$ cat src/rtl/lane_traffic_pkg.sv
// Shared defaults and helpers for the frog-game lane traffic generator.
// Geometry defaults match color_generation and player_control.
package lane_traffic_pkg;

  localparam int DEF_X_W      = 10;
  localparam int DEF_SCREEN_W = 640;
  localparam int DEF_LEVEL_W  = 3;
  localparam int DEF_LANE_Y0  = 80;
  localparam int DEF_LANE_H   = 40;
  localparam int DEF_CAR_W    = 32;
  localparam int DEF_PLAYER_W = 16;
  localparam int HIT_LANE_W   = 4;

  typedef logic [HIT_LANE_W-1:0] lane_idx_t;

  // Ticks per 1-px step; signed arithmetic so a high level clamps instead of wrapping.
  function automatic int lane_period(input int base_period, input int lane, input int level);
    int p;
    p = base_period + (lane % 4) - level;
    return (p < 1) ? 1 : p;
  endfunction

endpackage

$ cat src/rtl/lane_mover.sv
// One car lane: step counter, level-scaled period, wrapping x position, player overlap test.
// Position updates on the edge ending a tick cycle; overlap is combinational. Optional: LANE_TRAFFIC_COLLIDE_EN.
module lane_mover
  import lane_traffic_pkg::*;
#(
  parameter int LANE        = 0,
  parameter int DIR         = 0,
  parameter int RST_X       = 0,
  parameter int X_W         = DEF_X_W,
  parameter int SCREEN_W    = DEF_SCREEN_W,
  parameter int BASE_PERIOD = 6,
  parameter int LEVEL_W     = DEF_LEVEL_W,
  parameter int LANE_Y0     = DEF_LANE_Y0,
  parameter int LANE_H      = DEF_LANE_H,
  parameter int CAR_W       = DEF_CAR_W,
  parameter int PLAYER_W    = DEF_PLAYER_W
) (
  input  logic               clk_i,
  input  logic               rst_ni,
  input  logic               tick_i,
  input  logic [LEVEL_W-1:0] level_i,
  input  logic [X_W-1:0]     player_x_i,
  input  logic [X_W-1:0]     player_y_i,
  output logic [X_W-1:0]     car_x_o,
  output logic               overlap_o
);

  localparam int CNT_W = $clog2(BASE_PERIOD + 4);

  logic [CNT_W-1:0] cnt_q, cnt_d, per_m1;
  logic [X_W-1:0]   x_q, x_d;

  always_comb begin
    per_m1 = CNT_W'(lane_period(BASE_PERIOD, LANE, int'(level_i)) - 1);
    cnt_d  = cnt_q;
    x_d    = x_q;
    if (tick_i) begin
      // ">=" lets a counter stranded above a shortened period step at once.
      if (cnt_q >= per_m1) begin
        cnt_d = '0;
        if (DIR == 0) begin
          x_d = (x_q == X_W'(SCREEN_W - 1)) ? '0 : x_q + X_W'(1);
        end else begin
          x_d = (x_q == '0) ? X_W'(SCREEN_W - 1) : x_q - X_W'(1);
        end
      end else begin
        cnt_d = cnt_q + CNT_W'(1);
      end
    end
  end

  always_ff @(posedge clk_i) begin
    if (!rst_ni) begin
      cnt_q <= '0;
      x_q   <= X_W'(RST_X);
    end else begin
      cnt_q <= cnt_d;
      x_q   <= x_d;
    end
  end

  assign car_x_o = x_q;

`ifdef LANE_TRAFFIC_COLLIDE_EN
  localparam int Y_LO = LANE_Y0 + LANE * LANE_H;
  localparam int Y_HI = Y_LO + LANE_H;

  logic         in_row;
  logic [X_W:0] p_left, p_right, c_left, c_right;

  always_comb begin
    in_row    = (32'(player_y_i) >= 32'(Y_LO)) && (32'(player_y_i) < 32'(Y_HI));
    p_left    = {1'b0, player_x_i};
    p_right   = p_left + (X_W+1)'(PLAYER_W);
    c_left    = {1'b0, x_q};
    c_right   = c_left + (X_W+1)'(CAR_W);
    overlap_o = in_row && (p_right > c_left) && (p_left < c_right);
  end
`else
  localparam int unused_geom = LANE_Y0 + LANE_H + CAR_W + PLAYER_W;
  wire unused_player = ^{player_x_i, player_y_i};
  assign overlap_o = 1'b0;
`endif

endmodule

$ cat src/rtl/lane_traffic.sv
// Frog-game traffic: prescaler, N_LANES lane_movers, sticky lowest-index hit. Optional: LANE_TRAFFIC_COLLIDE_EN.
// All outputs registered; car_x moves 1 cycle after tick, hit 1 cycle after overlap; no backpressure.
module lane_traffic
  import lane_traffic_pkg::*;
#(
  parameter int N_LANES     = 8,
  parameter int X_W         = DEF_X_W,
  parameter int SCREEN_W    = DEF_SCREEN_W,
  parameter int TICK_DIV    = 250000,
  parameter int BASE_PERIOD = 6,
  parameter int LEVEL_W     = DEF_LEVEL_W,
  parameter int STAGGER     = 80,
  parameter int LANE_Y0     = DEF_LANE_Y0,
  parameter int LANE_H      = DEF_LANE_H,
  parameter int CAR_W       = DEF_CAR_W,
  parameter int PLAYER_W    = DEF_PLAYER_W
) (
  input  logic                   CLK,
  input  logic                   RST_N,
  input  logic                   pause,
  input  logic [LEVEL_W-1:0]     level,
  input  logic [X_W-1:0]         player_x,
  input  logic [X_W-1:0]         player_y,
  input  logic                   hit_clr,
  output logic [N_LANES*X_W-1:0] car_x,
  output logic                   tick,
  output logic                   hit,
  output logic [HIT_LANE_W-1:0]  hit_lane
);

  localparam int PRE_W = (TICK_DIV > 1) ? $clog2(TICK_DIV) : 1;

  logic [PRE_W-1:0]   presc_q, presc_d;
  logic               tick_q, tick_d;
  logic [N_LANES-1:0] ovl;

  always_comb begin
    presc_d = presc_q;
    tick_d  = 1'b0;
    if (!pause) begin
      if (presc_q == PRE_W'(TICK_DIV - 1)) begin
        presc_d = '0;
        tick_d  = 1'b1;
      end else begin
        presc_d = presc_q + PRE_W'(1);
      end
    end
  end

  always_ff @(posedge CLK) begin
    if (!RST_N) begin
      presc_q <= '0;
      tick_q  <= 1'b0;
    end else begin
      presc_q <= presc_d;
      tick_q  <= tick_d;
    end
  end

  assign tick = tick_q;

  for (genvar gi = 0; gi < N_LANES; gi++) begin : g_lane
    lane_mover #(
      .LANE        (gi),
      .DIR         (gi % 2),
      .RST_X       ((gi * STAGGER) % SCREEN_W),
      .X_W         (X_W),
      .SCREEN_W    (SCREEN_W),
      .BASE_PERIOD (BASE_PERIOD),
      .LEVEL_W     (LEVEL_W),
      .LANE_Y0     (LANE_Y0),
      .LANE_H      (LANE_H),
      .CAR_W       (CAR_W),
      .PLAYER_W    (PLAYER_W)
    ) u_lane (
      .clk_i      (CLK),
      .rst_ni     (RST_N),
      .tick_i     (tick_q),
      .level_i    (level),
      .player_x_i (player_x),
      .player_y_i (player_y),
      .car_x_o    (car_x[gi*X_W +: X_W]),
      .overlap_o  (ovl[gi])
    );
  end

`ifdef LANE_TRAFFIC_COLLIDE_EN
  logic      hit_q, hit_d;
  lane_idx_t hit_lane_q, hit_lane_d, first;

  always_comb begin
    first = '0;
    for (int i = N_LANES - 1; i >= 0; i--) begin
      if (ovl[i]) first = lane_idx_t'(i);
    end
    hit_d      = hit_q;
    hit_lane_d = hit_lane_q;
    // A fresh overlap beats a simultaneous clear and re-records the lane.
    if ((|ovl) && (!hit_q || hit_clr)) begin
      hit_d      = 1'b1;
      hit_lane_d = first;
    end else if (hit_clr) begin
      hit_d = 1'b0;
    end
  end

  always_ff @(posedge CLK) begin
    if (!RST_N) begin
      hit_q      <= 1'b0;
      hit_lane_q <= '0;
    end else begin
      hit_q      <= hit_d;
      hit_lane_q <= hit_lane_d;
    end
  end

  assign hit      = hit_q;
  assign hit_lane = hit_lane_q;
`else
  wire unused_hit = ^{hit_clr, ovl};
  assign hit      = 1'b0;
  assign hit_lane = '0;
`endif

endmodule

$ cat config.mk
export PLATFORM = sky130hd
export DESIGN_NAME = lane_traffic
export DESIGN_NICKNAME = d
export VERILOG_FILES = /design/src/rtl/lane_traffic_pkg.sv /design/src/rtl/lane_mover.sv /design/src/rtl/lane_traffic.sv
export SDC_FILE = /design/constraint.sdc
export NUM_CORES = 1
export LEC_CHECK = 0
export ABC_AREA = 1
export CAP_MARGIN = 20
export CORE_MARGIN = 5
export CORE_UTILIZATION = 50
export CTS_BUF_LIST = sky130_fd_sc_hd__clkbuf_8 sky130_fd_sc_hd__clkbuf_16
export CTS_CLUSTER_DIAMETER = 60
export CTS_CLUSTER_SIZE = 24
export DETAILED_ROUTE_END_ITERATION = 8
export PLACE_DENSITY = 0.77
export RECOVER_POWER = 50
export SYNTH_ARGS = -nofsm -noshare
export SYNTH_HDL_FRONTEND = slang
export SYNTH_SLANG_ARGS = --single-unit
$ cat constraint.sdc
create_clock -name CLK -period 2.7 [get_ports CLK]
set_clock_uncertainty 0.15 [all_clocks]
set_input_delay 0.405 -clock CLK [delete_from_list [all_inputs] [get_ports CLK]]
set_output_delay 0.405 -clock CLK [all_outputs]
set_load 0.02 [all_outputs]
# Yosys cells after proc, flatten, opt, wreduce, memory -nomap -nowiden
# Cells that the tools add are included.
# word_totals
input_bits	27
ff_bits	131
output_inout_bits	86
# classes
addsub	25
n_bitwise	1
muxes	22
n_reduce_logical	13
eq_ne	5
order_cmp	12
# op_table
cell	count
$mux W10	8
$mux W4	12
$add A10 B1 Y10 const B	4
$eq A10 B10 Y1 const B	4
$logic_not A10 Y1	4
$sub A10 B1 Y10 const B	4
$add A4 B1 Y4 const B	8
$ge A4 B4 Y1	8
$add A18 B1 Y18 const B	1
$eq A18 B18 Y1 const B	1
$mux W18	1
$reduce_and A2 Y1	8
$sub A4 B2 Y4 const B	4
$lt A5 B2 Y1 const B	2
$sub A4 B3 Y5 const A	2
$lt A4 B2 Y1 const B	2
$sub A3 B3 Y4 const A	2
$reduce_or A2 Y1	1
$mux W1	1
$not A1 Y1	1

# Longest topological paths before layout
# Gate-level depths: netlist (run 1).
# depth
ltp_word	6
mapped_depth	19
ltp_nobuf	19

# Hierarchy
# From an unflattened synthesis (run 1), not the netlist that was laid out.
# unflattened
cells_unflattened	1242
area_unflattened_um2	8769.7
# by_module_without_submodules
module	area_per_inst_um2	seq_area_each_um2	cells_each	instances
lane_traffic	1094.8	380.4	150	1
lane_mover (g_lane[7].u_lane)	978.4	280.3	137	1
lane_mover (g_lane[0].u_lane)	968.4	280.3	148	1
lane_mover (g_lane[5].u_lane)	968.4	280.3	127	1
lane_mover (g_lane[3].u_lane)	962.2	280.3	131	1
lane_mover (g_lane[1].u_lane)	958.4	280.3	134	1
lane_mover (g_lane[2].u_lane)	957.2	280.3	142	1
lane_mover (g_lane[4].u_lane)	942.2	280.3	140	1
lane_mover (g_lane[6].u_lane)	939.7	280.3	133	1

# Least setup slack after synthesis (run 1)
# No wires, ideal clock.
# synth_timing
kind	input-to-reg
start	input level[0]
end	register g_lane[1].u_lane.x_q[4]
arrival_time_ps	2440
required_time_ps	2420
path_buffers	1
setup_slack_ps	-19
stages	15
cell_sequence	ha_1 ha_1 or2_2 ha_1 ha_1 inv_1 o21bai_1 nand3_1 nand3_1 nand2_2 inv_2 buf_4 nand2_1 nand2_1 nand3_1
# synth_via
elab_chain_len	6
# synth_rtl
item	line_no	text
from (decl)	lane_traffic.sv:21	input logic [LEVEL_W-1:0] level,
$sub A3 B3 Y4 (*)	lane_traffic_pkg.sv:19	p = base_period + (lane % 4) - level;
$lt A4 B2 Y1	lane_traffic_pkg.sv:20	return (p < 1) ? 1 : p;
$mux W4 (*)	lane_traffic_pkg.sv:20	
$sub A4 B2 Y4 (*)	lane_mover.sv:34	per_m1 = CNT_W'(lane_period(BASE_PERIOD, LANE, int'(level_i)) - 1);
$ge A4 B4 Y1 (*)	lane_mover.sv:39	if (cnt_q >= per_m1) begin
$reduce_and A2 Y1 (no line) (*)	--	
to (signal assigned)	lane_mover.sv:55	x_q <= X_W'(RST_X);
to (decl)	lane_mover.sv:31	logic [X_W-1:0] x_q, x_d;
# Mark *: on every way between the ends. The rest lies on a longest branch, timed or not.
# A chain may end at the register's enable or synchronous reset.

# Worst setup path after layout (run 1)
# layout_timing
start	input level[0]
end	register g_lane[2].u_lane.x_q[8]
# layout_via
elab_chain_len	6
# layout_rtl
item	line_no
$sub A4 B3 Y5 (*)	lane_traffic_pkg.sv:19
$lt A5 B2 Y1	lane_traffic_pkg.sv:20
$mux W4 (*)	lane_traffic_pkg.sv:20
$sub A4 B2 Y4 (*)	lane_mover.sv:34
$ge A4 B4 Y1 (*)	lane_mover.sv:39
$reduce_and A2 Y1 (no line) (*)	--
to (signal assigned)	lane_mover.sv:55
to (decl)	lane_mover.sv:31
# Marks and branches as above.

==> metrics.yaml, run 1 <==
crit_path_start: "level[0]"
synth_top_cell_by_area: "dfxtp_1"
cts_tree: "yes"
wl_per_cell_um: 12.0
period_minus_slack_ns: 2.55
dp_slack_ns: -0.701
vias_per_cell: 5.08
maxCapViolCount: 0
clockBufferDepth: 2
netlist.area_leader.share: 0.330
clock_latency_ns: 0.41
worst_pin_slew_ns: 1.06
vias: 7511
grtUsageTotal: 0.198
clk_pin_slew_worst_paths_ns: 0.06
synth_top_family_by_area: "simple AND/OR/NAND/NOR gates"
max-vdd-ir-drop_uv: 424
place_area_um2: 9260
p_per_area_nw_per_um2: 443
routed_wl_mm: 17.7
crit_type: "in -> reg"
layout_common_cells: "237 x nand2_1, 144 x nor2_1, 136 x inv_1"
hold_slack_ns: 0.217
dr.pass1.iters: 5
critPathMaxFanout: 13
synth_area_leaders: "dfxtp_1 33%, nand2_1 11%, ha_1 9.0%, nor2_1 6.8%, inv_1 6.4%"
rows: 46
fp.dieW_um: 136
grt_max_degree: 45
timing.final.setup_violations: 0
drc: 0
max_freq_ghz: 0.392
ys_seq_area_frac: 0.330
final_common_cell: "nand2_1"
synth_area_per_cell_um2: 7.00
synthSimpleGateAreaFrac: 0.340
ys_async_sr_fraction: 0
synth-xor-area-share: 0.0551
cp-end-kind: "flip-flop"
layout_worst_path_cycle_share: 0.944
holdPathStages: 3
dp_cells: 1447
numClockSinks: 131
synthCells: 1135
timing.final.ws_setup_ns: 0.150
max_slew_margin: 0.285
synth-adder-area-share: 0.0897
portBuffers: 86
fin_nets: 1335
drtIter0Drc: 305
start_kind: "primary input"
die_h_um: 136
cp.required_ns: 2.84
gr-total-overflow: 0
layout-drive-gt1-share: 0.0967
grt_pass1_wl_mm: 30.9
ant_nets: 0
ys_ff_latch: 131
synth_cell_types: 43
htree_levels: 4
cts-buffers-inserted: 17
place_congestion: 0.863
cts_root_buf: "clkbuf_16"
hold_violations: 0
grt_pass1_vias: 6982
fin_util: 0.628
cp_data_arrival_time_ns: 2.69
dp_hpwl_mm: 12.8
status: "completed"
slew_viol_final: 0
die-area_um2: 18500
hp-start: "RST_N"
rr_startpoint: "presc_q[0]$_SDFFE_PN0N_"
synth_flop_cell: "dfxtp_1"
syn_area_um2: 7950
ys.warnings.count: 0
ioPinCount: 113
synth_compound_area_frac: 0.0916
num_antenna_cells: 0
initial_core_util: 0.506
final_area_um2: 9870
min_path_type: "in -> reg"
grt_antenna_before_repair: 0
finalNonFillerCells: 1478
core_region_area_um2: 15700
synth_edf_count: 0
reg2reg_depth: 6
area_growth_pct: 24.1
power_leakage_nw: 4.47
synth_mux_area_frac: 0
hold_buffers: 0
## layer usage
layer,GRT usage,vias up,routed length [µm]
li1,-,3915,-
met1,0.256,3438,8300
met2,0.332,140,8450
met3,0.0400,18,748
met4,0.0627,0,225
met5,0,-,0
## stage by stage
stage	setup TNS, ns	power, mW
floorplan	0	2.16
global placement	-34.43	2.24
detailed placement	-42.17	2.25
CTS	0	4.41
global route	-0.00459	4.52
finish	0	4.37
## cell type report
type | instances | area (µm²)
tap | 216 | 270
timing repair buffer | 126 | 1220
inverter | 144 | 546
multi-input combinational | 831 | 4650
clock inverter | 8 | 61.3
fill | 1388 | 5850
sequential | 131 | 2620
clock buffer | 22 | 494
## timing repair
action                     4_1_cts  5_1_grt
cloned                           0        0
setup buffers                    0        1
setup endpoints to repair       55       37
resized for setup                6       13
## flip-flops by register name, indices dropped and copies added (netlist names)
signal	count
presc_q	18
tick	1
g_lane.u_lane.cnt_q	32
g_lane.u_lane.car_x_o	80
## synthesized netlist by cell type, types with 3 or more instances
cell type  instances
nand2_4            3
nand2_2           11
nand2_1          237
o211ai_1           8
clkbuf_1           9
nor2_1           144
a21oi_1           71
inv_1            135
o21ai_0           27
o21bai_1           7
nand3_4            5
o21ai_1            3
buf_4              8
nand3_1           90
xor2_1            34
dfxtp_1          131
nor2_4             3
nand3b_1           4
or2_2              4
nor3_1            31
inv_2              6
and3_1             5
xnor2_1           16
o211a_1            4
a21oi_2            6
ha_1              57
buf_2             13
nor4_1             5
nand4_1           37
## critical path, stage by stage
cell             delay (ns)
clkdlybuf4s15_1        0.24
inv_1                  0.08
ha_1                   0.31
inv_1                  0.12
nand3_4                0.08
nor2_1                 0.09
nor2_1                 0.06
ha_1                   0.20
xnor2_2                0.15
ha_1                   0.27
nand2_1                0.09
nand3_4                0.11
nand3_4                0.17
buf_4                  0.20
nand2_2                0.06
a21oi_2                0.05
## worst paths after layout
check                                                  end  slack [ns]
hold / removal    g_lane[7].u_lane.car_x_o[7]$_SDFFE_PN0P_        0.22
setup reg to reg                  presc_q[14]$_SDFFE_PN0N_        0.52
hold reg to reg                    presc_q[0]$_SDFFE_PN0N_        0.33
setup / recovery  g_lane[2].u_lane.car_x_o[8]$_SDFFE_PN0P_        0.15
## cell families (layout without fill, tap and decap cells)
| group | count (synthesis) | in the layout |
|---|---|---|
| and+or+nand+nor | 589 | 589 |
| other | 2 | 7 |
| DFF | 131 | 131 |
| AOI/OAI and AO/OA | 128 | 128 |
| xor gates and xnor gates | 50 | 50 |
| buffers and inverters | 178 | 300 |
| adders and majority gates | 57 | 57 |
## power breakdown
group          total [mW]  internal (mW)  leakage (nW)  switching, mW
Sequential           1.94           1.94          1.06        0.00205
Combinational       0.279          0.113          3.13          0.166
Clock                2.15           1.36         0.291          0.791
Total                4.37           3.41          4.47          0.959
Note: power is estimated with default switching activity, not from simulation.
==> run 2, diff against run 1 <==
--- a/config.mk
+++ b/config.mk
@@ -8,12 +8,12 @@
 export ABC_AREA = 1
 export CAP_MARGIN = 20
 export CORE_MARGIN = 5
-export CORE_UTILIZATION = 50
-export CTS_BUF_LIST = sky130_fd_sc_hd__clkbuf_8 sky130_fd_sc_hd__clkbuf_16
+export CORE_UTILIZATION = 52
+export CTS_BUF_LIST = sky130_fd_sc_hd__clkbuf_8
 export CTS_CLUSTER_DIAMETER = 60
 export CTS_CLUSTER_SIZE = 24
 export DETAILED_ROUTE_END_ITERATION = 8
-export PLACE_DENSITY = 0.77
+export PLACE_DENSITY = 0.8
 export RECOVER_POWER = 50
 export SYNTH_ARGS = -nofsm -noshare
 export SYNTH_HDL_FRONTEND = slang
==> metrics.yaml, run 2 (synthesis gave the netlist of run 1 again) <==
status: "completed"
cp.required_ns: 2.87
routed_wl_mm: 17.2
slew_viol_final: 0
period_minus_slack_ns: 2.62
grt_pass1_vias: 6982
portBuffers: 86
internal_power_mw: 2.84
timing.final.setup_violations: 0
fp.dieW_um: 134
num_antenna_cells: 0
die_h_um: 134
dp_slack_ns: -0.617
slowest_stage: "ha_1"
wl_per_cell_um: 11.8
place_congestion: 0.850
grtUsageTotal: 0.200
sw_frac_of_total: 0.238
core_region_area_um2: 15100
cts-buffers-inserted: 17
layout-drive-gt1-share: 0.0987
grt_pass1_wl_mm: 30.4
ioPinCount: 113
area_growth_pct: 21.1
finalNonFillerCells: 1454
pwr-share-clk: 0.407
dp_cells: 1419
critPathMostFrequentCell: "ha_1"
dr.pass1.iters: 5
hold_slack_ns: 0.217
grt_antenna_before_repair: 0
fin_nets: 1340
timing.final.ws_setup_ns: 0.0827
initial_core_util: 0.527
worst_pin_slew_ns: 0.970
clock_latency_ns: 0.45
dp_hpwl_mm: 12.6
clockBufferDepth: 2
drtIter0Drc: 404
rr_startpoint: "presc_q[1]$_SDFFE_PN0N_"
crit_type: "in -> reg"
cp_data_arrival_time_ns: 2.79
regArea_um2: 2620
largest_reg_flops: 80
nFillCells: 1374
layout_common_cells: "236 x nand2_1, 144 x nor2_1, 136 x inv_1"
p_per_area_nw_per_um2: 387
grt_max_degree: 30
p_sw_uw: 885
max_freq_ghz: 0.382
power_leakage_nw: 4.40
combinationalPowerShare: 0.073
start_kind: "primary input"
critPathMaxFanout: 11
hp-start: "RST_N"
rows: 45
crit_path_start: "level[0]"
gr-total-overflow: 0
numClockSinks: 131
final_common_cell: "nand2_1"
crit_buf_inv: 3
vias_per_cell: 5.15
crit_family: "adder cells"
multi_input_area_um2: 4640
cts_root_buf: "clkbuf_8"
p_seq_frac: 0.520
critPathMaxStageDelay_ns: 0.31
clk_pin_slew_worst_paths_ns: 0.07
layout_worst_path_cycle_share: 0.969
max-vdd-ir-drop_uv: 305
cts_tree: "yes"
ant_nets: 0
max_slew_margin: 0.347
min_path_type: "in -> reg"
cp-end-kind: "flip-flop"
hold_violations: 0
vias: 7489
place_area_um2: 9200
maxCapViolCount: 0
final_area_um2: 9630
die-area_um2: 17900
drc: 0
setup-tns-final_ns: 0
htree_levels: 4
cp_cell_sequence: "dlygate4sd2_1, ha_1, ha_1, or2_2, ha_4, xnor2_1, ha_1, nand4_1, nand3_1, nand2_2, inv_2, buf_12, o21ai_0, a21oi_1"
-- run 2: cell type report --
type	instances	area share
Multi-Input combinational cell	831	0.482
Sequential cell	131	0.273
Timing Repair Buffer	131	0.128
Inverter	144	0.0567
Clock buffer	21	0.0300
Tap cell	188	0.0244
Clock inverter	8	0.00663
-- run 2: power by group through the flow --
stage	sequential, mW	combinational (mW)	clock (mW)
final	1.94	0.273	1.52
after global routing	1.94	0.310	1.66
after CTS	1.94	0.267	1.56
after detailed placement	1.98	0.267	0
after global placement	1.98	0.260	0
after floorplan	1.98	0.180	0
-- run 2: through the flow --
step / power, mW / utilization
2_1_floorplan: 2.16 / -
3_3_place_gp: 2.24 / 0.610
5_1_grt: 3.90 / 0.638
6_report: 3.72 / 0.638
4_1_cts: 3.76 / 0.633
3_5_place_dp: 2.25 / 0.610
-- run 2: final timing paths --
kind | endpoint | slack, ns | cells after the start
hold / removal | g_lane[4].u_lane.car_x_o[6]$_SDFFE_PN1P_ | 0.22 | 2
hold reg to reg | presc_q[0]$_SDFFE_PN0N_ | 0.33 | 2
setup / recovery | g_lane[5].u_lane.car_x_o[3]$_SDFFE_PN0P_ | 0.08 | 14
setup reg to reg | presc_q[14]$_SDFFE_PN0N_ | 0.57 | 6
-- run 2: routing by layer --
layer  track usage  wire (µm)  up-vias
li1              -          -     3916
met1         0.250       8060     3384
met2         0.339       8110      164
met3        0.0483        743       25
met4        0.0640        265        0
met5             0          0        -
-- run 2: what timing repair did --
| item | 4_1_cts | 5_1_grt |
|---|---|---|
| setup endpoints to repair | 40 | 27 |
| pin swaps | 1 | 3 |
| hold buffers | 0 | 0 |
| buffers inserted | 0 | 6 |
| hold endpoints to repair | 0 | 0 |
| gates resized for setup | 4 | 9 |
